## src/rtl/alsu_pkg.sv

```systemverilog
// Shared types for the ALSU pipeline: opcode and FSM state encodings plus
// the decode rule that marks an operand bundle as invalid.
package alsu_pkg;

    typedef enum logic [2:0] {
        OP_OR     = 3'd0,
        OP_XOR    = 3'd1,
        OP_ADD    = 3'd2,
        OP_MUL    = 3'd3,
        OP_SHIFT  = 3'd4,
        OP_ROTATE = 3'd5
    } opcode_e;

    typedef enum logic [1:0] {
        IDLE,
        EXEC,
        MUL,
        DONE
    } state_e;

    // Opcodes 6/7 are undefined; reductions only make sense for OR/XOR.
    function automatic logic is_invalid(input logic [2:0] op,
                                        input logic       red_a,
                                        input logic       red_b);
        return (op[2:1] == 2'b11) || ((red_a | red_b) && (op[2:1] != 2'b00));
    endfunction

endpackage

```

## src/rtl/alsu_serial_mul.sv

```systemverilog
// Iterative shift-add multiplier: one partial product per clock, WIDTH clocks
// per product. 'done' and 'product' are valid combinationally on the last step.
module alsu_serial_mul #(
    parameter int WIDTH = 4
) (
    input  logic               clk,
    input  logic               reset,
    input  logic               start,
    input  logic [WIDTH-1:0]   a,
    input  logic [WIDTH-1:0]   b,
    output logic               busy,
    output logic               done,
    output logic [2*WIDTH-1:0] product
);

    localparam int OUT_W = 2 * WIDTH;
    localparam int CNT_W = $clog2(WIDTH);

    logic [OUT_W-1:0] acc;
    logic [OUT_W-1:0] mcand;
    logic [WIDTH-1:0] mplier;
    logic [CNT_W-1:0] count;

    // The running sum including this cycle's partial product, so the owner
    // can latch the final product on the same edge as the last iteration.
    assign product = acc + (mplier[0] ? mcand : '0);
    assign done    = busy && (count == CNT_W'(WIDTH - 1));

    always_ff @(posedge clk or posedge reset) begin
        if (reset) begin
            acc    <= '0;
            mcand  <= '0;
            mplier <= '0;
            count  <= '0;
            busy   <= 1'b0;
        end else if (start) begin
            acc    <= '0;
            mcand  <= OUT_W'(a);
            mplier <= b;
            count  <= '0;
            busy   <= 1'b1;
        end else if (busy) begin
            acc    <= product;
            mcand  <= mcand << 1;
            mplier <= mplier >> 1;
            count  <= count + 1'b1;
            if (done) begin
                busy <= 1'b0;
            end
        end
    end

endmodule

```

## src/rtl/alsu_pipe.sv

```systemverilog
// Handshaked ALSU: OR/XOR/ADD/MUL/SHIFT/ROTATE on WIDTH-bit operands, 2*WIDTH result.
// Defining ALSU_PIPE_FLAGS_EN adds registered zero_flag and carry_flag outputs.
module alsu_pipe
    import alsu_pkg::*;
#(
    parameter int    WIDTH          = 4,
    parameter int    LED_W          = 16,
    parameter string INPUT_PRIORITY = "A",
    parameter string FULL_ADDER     = "ON"
) (
    input  logic               clk,
    input  logic               reset,
    input  logic               in_valid,
    output logic               in_ready,
    input  logic [2:0]         opcode,
    input  logic [WIDTH-1:0]   A,
    input  logic [WIDTH-1:0]   B,
    input  logic               cin,
    input  logic               serial_in,
    input  logic               direction,
    input  logic               red_op_A,
    input  logic               red_op_B,
    input  logic               bypass_A,
    input  logic               bypass_B,
    output logic               out_valid,
    input  logic               out_ready,
    output logic [2*WIDTH-1:0] out,
    output logic               err,
    output logic [LED_W-1:0]   leds
`ifdef ALSU_PIPE_FLAGS_EN
    ,
    output logic               zero_flag,
    output logic               carry_flag
`endif
);

    localparam int OUT_W   = 2 * WIDTH;
    localparam bit PRIO_A  = (INPUT_PRIORITY == "A");
    localparam bit USE_CIN = (FULL_ADDER == "ON");

    state_e           state;
    logic [2:0]       cap_op;
    logic [WIDTH-1:0] cap_a;
    logic [WIDTH-1:0] cap_b;
    logic             cap_cin;
    logic             cap_si;
    logic             cap_dir;
    logic             cap_red_a;
    logic             cap_red_b;
    logic             cap_byp_a;
    logic             cap_byp_b;

    logic             accept;
    logic             mul_start;
    logic             mul_busy;
    logic             mul_done;
    logic [OUT_W-1:0] mul_product;

    logic             cap_invalid;
    logic             use_red_a;
    logic             use_red_b;
    logic [OUT_W-1:0] a_ext;
    logic [OUT_W-1:0] b_ext;
    logic [OUT_W-1:0] sum;
    logic [OUT_W-1:0] exec_result;
    logic             err_d;

    assign in_ready  = (state == IDLE) && !mul_busy && !reset;
    assign accept    = in_valid && in_ready;
    // Bypass and invalid bundles never enter the multiplier, even for opcode MUL.
    assign mul_start = accept && (opcode == OP_MUL)
                       && !is_invalid(opcode, red_op_A, red_op_B)
                       && !bypass_A && !bypass_B;

    alsu_serial_mul #(
        .WIDTH(WIDTH)
    ) u_mul (
        .clk    (clk),
        .reset  (reset),
        .start  (mul_start),
        .a      (A),
        .b      (B),
        .busy   (mul_busy),
        .done   (mul_done),
        .product(mul_product)
    );

    assign cap_invalid = is_invalid(cap_op, cap_red_a, cap_red_b);
    assign use_red_a   = cap_red_a && (PRIO_A || !cap_red_b);
    assign use_red_b   = cap_red_b && !use_red_a;
    assign a_ext       = OUT_W'(cap_a);
    assign b_ext       = OUT_W'(cap_b);
    // Zero-extended add keeps the carry in bit WIDTH.
    assign sum         = a_ext + b_ext + OUT_W'(cap_cin & USE_CIN);

    always_comb begin
        exec_result = '0;
        if (cap_invalid) begin
            exec_result = '0;
        end else if (cap_byp_a && (PRIO_A || !cap_byp_b)) begin
            exec_result = a_ext;
        end else if (cap_byp_b) begin
            exec_result = b_ext;
        end else begin
            case (cap_op)
                OP_OR: begin
                    if (use_red_a)      exec_result = OUT_W'(|cap_a);
                    else if (use_red_b) exec_result = OUT_W'(|cap_b);
                    else                exec_result = a_ext | b_ext;
                end
                OP_XOR: begin
                    if (use_red_a)      exec_result = OUT_W'(^cap_a);
                    else if (use_red_b) exec_result = OUT_W'(^cap_b);
                    else                exec_result = a_ext ^ b_ext;
                end
                OP_ADD:    exec_result = sum;
                OP_SHIFT:  exec_result = cap_dir ? {out[OUT_W-2:0], cap_si}
                                                 : {cap_si, out[OUT_W-1:1]};
                OP_ROTATE: exec_result = cap_dir ? {out[OUT_W-2:0], out[OUT_W-1]}
                                                 : {out[0], out[OUT_W-1:1]};
                default:   exec_result = '0;
            endcase
        end
    end

    // Next value of err, so leds can track it without lagging a cycle.
    always_comb begin
        err_d = err;
        if (state == EXEC) begin
            err_d = cap_invalid;
        end else if ((state == MUL) && mul_done) begin
            err_d = 1'b0;
        end
    end

    always_ff @(posedge clk or posedge reset) begin
        if (reset) begin
            state     <= IDLE;
            out       <= '0;
            out_valid <= 1'b0;
            err       <= 1'b0;
            leds      <= '0;
            cap_op    <= '0;
            cap_a     <= '0;
            cap_b     <= '0;
            cap_cin   <= 1'b0;
            cap_si    <= 1'b0;
            cap_dir   <= 1'b0;
            cap_red_a <= 1'b0;
            cap_red_b <= 1'b0;
            cap_byp_a <= 1'b0;
            cap_byp_b <= 1'b0;
        end else begin
            err  <= err_d;
            leds <= err_d ? ~leds : '0;
            case (state)
                IDLE: begin
                    if (accept) begin
                        cap_op    <= opcode;
                        cap_a     <= A;
                        cap_b     <= B;
                        cap_cin   <= cin;
                        cap_si    <= serial_in;
                        cap_dir   <= direction;
                        cap_red_a <= red_op_A;
                        cap_red_b <= red_op_B;
                        cap_byp_a <= bypass_A;
                        cap_byp_b <= bypass_B;
                        state     <= mul_start ? MUL : EXEC;
                    end
                end
                EXEC: begin
                    out       <= exec_result;
                    out_valid <= 1'b1;
                    state     <= DONE;
                end
                MUL: begin
                    if (mul_done) begin
                        out       <= mul_product;
                        out_valid <= 1'b1;
                        state     <= DONE;
                    end
                end
                DONE: begin
                    if (out_ready) begin
                        out_valid <= 1'b0;
                        state     <= IDLE;
                    end
                end
                default: state <= IDLE;
            endcase
        end
    end

`ifdef ALSU_PIPE_FLAGS_EN
    logic exec_carry;

    assign exec_carry = (cap_op == OP_ADD) && !cap_invalid && !cap_byp_a
                        && !cap_byp_b && sum[WIDTH];

    // zero_flag starts high so it always agrees with the reset value of out.
    always_ff @(posedge clk or posedge reset) begin
        if (reset) begin
            zero_flag  <= 1'b1;
            carry_flag <= 1'b0;
        end else if (state == EXEC) begin
            zero_flag  <= (exec_result == '0);
            carry_flag <= exec_carry;
        end else if ((state == MUL) && mul_done) begin
            zero_flag  <= (mul_product == '0);
            carry_flag <= 1'b0;
        end
    end
`endif

endmodule

```

## config.mk

```make
export PLATFORM = sky130hd
export DESIGN_NAME = alsu_pipe
export DESIGN_NICKNAME = d
export VERILOG_FILES = /design/src/rtl/alsu_pkg.sv /design/src/rtl/alsu_serial_mul.sv /design/src/rtl/alsu_pipe.sv
export SDC_FILE = /design/constraint.sdc
export NUM_CORES = 1
export LEC_CHECK = 0
export ABC_CLOCK_PERIOD_IN_PS = 2800
export BUFFER_PORTS_ARGS = -buffer_cell sky130_fd_sc_hd__buf_2
export CORE_MARGIN = 5
export CORE_UTILIZATION = 45
export CTS_CLUSTER_SIZE = 10
export DETAILED_ROUTE_END_ITERATION = 8
export GPL_TIMING_DRIVEN = 0
export PLACE_DENSITY = 0.73
export SYNTH_ARGS = -nofsm -noshare
export SYNTH_HDL_FRONTEND = slang
export SYNTH_HIERARCHICAL = 1
export SYNTH_SLANG_ARGS = --single-unit
```

## constraint.sdc

```tcl
create_clock -name clk -period 2.8 [get_ports clk]
set_input_delay 0.14 -clock clk [delete_from_list [all_inputs] [get_ports clk]]
set_output_delay 0.14 -clock clk [all_outputs]
set_load 0.01 [all_outputs]
```

### After elaboration in Yosys (flattened, before gate mapping)

Cells that the tools add are included.

* reduce and logical (&&, ||, !) cells: 35
* $add $sub $neg: 4
* bitwise logic cells: 5
* mux-type cells: 35
* equal/unequal tests: 14

Operators with widths (count)
* 8-bit 2-to-1 mux: 11
* 8-bit one-hot mux with 5 select lines: 1
* 4-bit 2-to-1 mux: 6
* 16-bit 2-to-1 mux: 1
* 16-bit NOT: 1
* 8-bit one-hot mux with 2 select lines: 1
* 1-bit logical AND: 12
* 2-bit 2-to-1 mux: 6
* 2-bit == test (second input constant): 5
* 8-bit adder: 1
* 2-bit one-hot mux with 4 select lines: 1
* 2-bit nonzero test: 4
* 4-bit OR reduction: 2
* 4-bit XOR reduction: 2
* 1-bit 2-to-1 mux: 7
* 5-bit by 1-bit adder with 6-bit output: 1
* 3-bit by 2-bit == test with 1-bit output (second input constant): 2
* 3-bit == test (second input constant): 2
* 1-bit logical NOT: 6
* 2-bit != test (second input constant): 3
* 3-bit AND reduction: 2
* 4-bit by 4-bit adder with 5-bit output: 1
* 4-bit OR: 1
* 2-bit AND reduction: 2
* 10 further kinds: 12

* bits in registers: 69
* output and inout bits: 27
* word-level logic and storage cells: 113
* input bits: 22

### Logic depth before layout (Yosys ltp)

* word-level depth: 11
* gate-level depth with buffers: 11
* gate-level depth less buffers: 11

### By module

The synthesis kept the hierarchy.

Modules (own cells, without submodules)
* alsu_pipe: area an instance 2527.4 um^2, cells each 255, instances 1, sequential area each 1151.1 um^2
* alsu_serial_mul: area an instance 1398.8 um^2, cells each 139, instances 1, sequential area each 575.6 um^2

### Worst setup path after synthesis

OpenSTA, ideal clock, no wires.

* kind: register to register
* from: reg u_mul.mplier[0]
* to: reg out[6]
* buffers on the path: 0
* setup time: 0.119 ns
* cell stages (with the launch flop): 12
* clock period less this slack: 2.337 ns
* data required time: 2.681 ns
* slack: 0.463 ns
* data arrival time: 2.218 ns
* cell sequence: dfrtp_1 > and2_1 > ha_1 > fa_1 > a21o_1 > a21oi_1 > o21ai_1 > nor2_1 > xnor2_1 > o21ai_0 > o21ai_0 > o21a_1

* longest elaborated chain between the ends: 4

RTL lines
* start, declared: RTL line alsu_serial_mul.sv:21 `logic [WIDTH-1:0] mplier;`
* start signal, assigned: RTL line alsu_serial_mul.sv:45 `mplier <= mplier >> 1;`
* 8-bit 2-to-1 mux: RTL line alsu_serial_mul.sv:26 `assign product = acc + (mplier[0] ? mcand : '0);`
* 8-bit adder: RTL line alsu_serial_mul.sv:26
* via mul_product[6]: RTL line alsu_pipe.sv:57 `logic [OUT_W-1:0] mul_product;`
* 8-bit 2-to-1 mux: RTL line alsu_pipe.sv:178 `if (mul_done) begin`
* 8-bit one-hot mux with 2 select lines: RTL line alsu_pipe.sv:156 `case (state)`
* end signal, assigned: RTL line alsu_pipe.sv:173 `out <= exec_result;`
* end signal, assigned: RTL line alsu_pipe.sv:179 `out <= mul_product;`
* end, declared: RTL line alsu_pipe.sv:27 `output logic [2*WIDTH-1:0] out,`

The timed path passes the listed nets, and every way through them passes these cells. The select of a mux whose other input is x is not followed.
A chain may end at the register's enable or synchronous reset.

### Worst setup path after layout

Ends and elaborated chain as after synthesis.

==> results.sh <==
export IMPL_num_rows=34
export IMPL_grt_pass1_wl_mm=16.2
export IMPL_area_growth_pct=17.6
export IMPL_design_area_um2=4620
export IMPL_vias=3124
export IMPL_finalMaxSlewViolations=0
export IMPL_ctsHtreeMaxLevel=3
export IMPL_die_area_um2=10700
export IMPL_detail_route_wl_per_cell_um=16.8
export IMPL_grt_overflow_total=0
export IMPL_multiInputGateArea_um2=2040
export IMPL_cp_common_cell="o21ai_1"
export IMPL_slowest_stage="dfrtp_1"
export IMPL_p_int_mw=2.80
export IMPL_die_h_um=103
export IMPL_synth_edff_count=0
export IMPL_power_leakage_nw=2.08
export IMPL_place_congestion=0.938
export IMPL_path_delay_family="compound AO/OA/AOI/OAI gates"
export IMPL_p_clk_frac=0.198
export IMPL_synth_avg_cell_area_um2=9.97
export IMPL_start_kind="register"
export IMPL_num_antenna_cells=0
export IMPL_swShare=0.413
export IMPL_path_cells="and2_1, ha_1, fa_1, a21o_1, a21oi_2, o21ai_1, nor2_1, xnor2_1, o21ai_1, o21ai_0, o21a_1"
export IMPL_seq_area_um2=1730
export IMPL_vias_per_cell=5.48
export IMPL_syn_nets=443
export IMPL_yosys_cell_types_count=61
export IMPL_cts_tree="built"
export IMPL_dp_slack_ns=-0.264
export IMPL_max_cap_violations=0
export IMPL_p_comb_frac=0.462
export IMPL_antenna_found_initial=0
export IMPL_cts_made_buffers=9
export IMPL_ctsLongestPathBuffers=2
export IMPL_fmax_ghz=0.382
export IMPL_worst_skew_pair_late_latency_ns=0.35
export IMPL_ir_drop_uv=503
export IMPL_netlist_instances=394
export IMPL_arrival_ns=2.86
export IMPL_core_um2=8590
export IMPL_crit_buf_inv=0
export IMPL_layout_common_cells="dfrtp_1 (69), buf_2 (52), nor2_1 (42), nand2_1 (33), o21ai_0 (31)"
export IMPL_end_kind="register"
export IMPL_die_w_um=103
export IMPL_cp_required_ns=3.04
export IMPL_route_detailed_drc=0
export IMPL_min_path_type="primary input to register"
export IMPL_timing_final_ws_setup_ns=0.180
export IMPL_synth_area_leader_cell="dfrtp_1"
export IMPL_synth_top_area_frac=0.440
export IMPL_yosysSeqAreaShare=0.440
export IMPL_drive_gt1_frac=0.210
export IMPL_slew_headroom=0.401
export IMPL_synthTopCellsByArea="dfrtp_1 (44%), ha_1 (7.6%), mux2i_1 (6.4%), o21ai_0 (4.1%), nor2_1 (4.0%)"
export IMPL_nNetsFinal=506
export IMPL_crit_type="register to register"
export IMPL_syn_area_um2=3930
export IMPL_rsz0062_at_grt="yes"
export IMPL_status="finished clean"
export IMPL_seq_power_share=0.340
export IMPL_io_buffers=48
export IMPL_pin_count=49
export IMPL_clock_sinks=69
export IMPL_initial_core_util=0.457
export IMPL_clock_skew_ns=0.00925
export IMPL_report_final_hold_viol_count=0
export IMPL_synth_flop_cell="dfrtp_1"
export IMPL_setup_viol=0
export IMPL_path_clk_slew_ns=0.08
export IMPL_ys_ff_latch=69
export IMPL_first_pass_iters=4
export IMPL_fillers=812
export IMPL_dpl_cell_area_um2=4320
export IMPL_worstMarginPinSlew_ns=0.897
export IMPL_grt_util_all_layers=0.195
export IMPL_power_density_nw_per_um2=1030
export IMPL_cpPeakStageDelay_ns=0.47
export IMPL_postRouteAntennaNets=0
export IMPL_min_period_ns=2.62
export IMPL_synthArstFlopShare=1.00
export IMPL_final_common_cell="dfrtp_1"
export IMPL_switchingPower_mw=1.97
export IMPL_routed_wl_mm=9.58
export IMPL_root_buffer="clkbuf_8"
export IMPL_grt_max_degree=32
export IMPL_dp_hpwl_mm=7.21
export IMPL_post_route_period_util=0.936
export IMPL_drtIter0Drc=226
export IMPL_crit_fanout=10
export IMPL_grt_pass1_vias=3226
export IMPL_ys_warnings_count=6
==> routing by layer <==
| layer | global-route usage | part of all wire |
|---|---|---|
| met1 | 0.271 | 0.47 |
| met2 | 0.305 | 0.46 |
| met3 | 0.0382 | 0.055 |
| met4 | 0.0667 | 0.022 |
| met5 | 0 | 0 |
==> cell families after synthesis <==
logic type	count (synthesis)	synth area share
AND/OR/NAND/NOR	118	0.149
flip-flops	69	0.440
AO/OA/AOI/OAI	96	0.155
XOR/XNOR	10	0.0223
multiplexers	36	0.0953
adder cells (fa/ha/maj)	27	0.0918
buffers and inverters	38	0.0465
==> synth_stat cells (5+ instances only) <==
library cell and count:
clkbuf_1 9, mux2_2 10, nand2b_1 5, mux2i_1 25, o21ai_1 5, xnor2_1 8
and2_1 9, nor2_1 42, o21a_1 5, a21o_1 5, a21oi_1 16, dfrtp_1 69
o21ai_0 32, ha_1 24, inv_1 21, nand2_1 33
==> flip-flops by register name (all words and copies together) (netlist names), 2 cells and up <==
name,count
leds,16
out,8
u_mul/acc,8
u_mul/mcand,8
cap_a,4
cap_b,4
u_mul/mplier,4
cap_op,3
state,2
u_mul/count,2
==> per-stage QoR <==
step / power [mW] / TNS (ns) / utilization / cells / hold WS, ns
2_1_floorplan: 3.14 / 0 / - / 394 / 0.142
3_3_place_gp: 3.73 / -2.78 / 0.501 / 550 / 0.373
3_5_place_dp: 3.81 / -4.81 / 0.503 / 551 / 0.158
4_1_cts: 4.79 / 0 / 0.535 / 569 / 0.00781
5_1_grt: 5.18 / -0.232 / 0.537 / 570 / 0.0173
6_report: 4.76 / 0 / 0.537 / 570 / 0.0246
==> timing repair <==
item	CTS	global route
gates resized for setup	3	6
pin swaps	0	1
endpoints found under the setup margin	23	13
endpoints found under the hold margin	17	0
hold buffers	3	0
setup buffers	0	1
==> worst reg2reg max path, delay by kind of cell (launching register included) <==
family	cells	cell delay, ns
AOI/OAI and AO/OA	6	0.94
DFF	1	0.47
adders and majority gates	2	0.66
xor gates and xnor gates	1	0.09
and+or+nand+nor	2	0.36
==> worst paths after layout <==
check / endpoint / from / slack, ns / cells past startpoint
worst max-delay path: out[6] / u_mul/mplier[0] / 0.18 / 11
worst min-delay path: cap_byp_a / bypass_A / 0.02 / 3
worst max register to register: out[6] / u_mul/mplier[0] / 0.18 / 11
worst min register to register: leds[15] / leds[15] / 0.42 / 1
max in group asynchronous: u_mul/mcand[0] / reset / 1.67 / 3
min in group asynchronous: leds[11] / reset / 0.35 / 3
==> cell type report <==
type,count,share of cell area
buffer,16,0.0225
clock buffer,9,0.0268
clock inverter,7,0.0230
inverter,21,0.0171
multi-input combinational,287,0.443
sequential,69,0.374
tap,108,0.0293
timing repair buffer,53,0.0645
==> power by group through the flow <==
| stage | registers (mW) | clock network, mW | logic [mW] |
|---|---|---|---|
| finish | 1.62 | 0.943 | 2.20 |
| global placement | 1.62 | 0 | 2.11 |
| CTS | 1.62 | 0.967 | 2.20 |
| floorplan | 1.64 | 0 | 1.51 |
| detailed placement | 1.64 | 0 | 2.18 |
| global route | 1.67 | 1.01 | 2.50 |
Note: power is estimated with default switching activity, not from simulation.
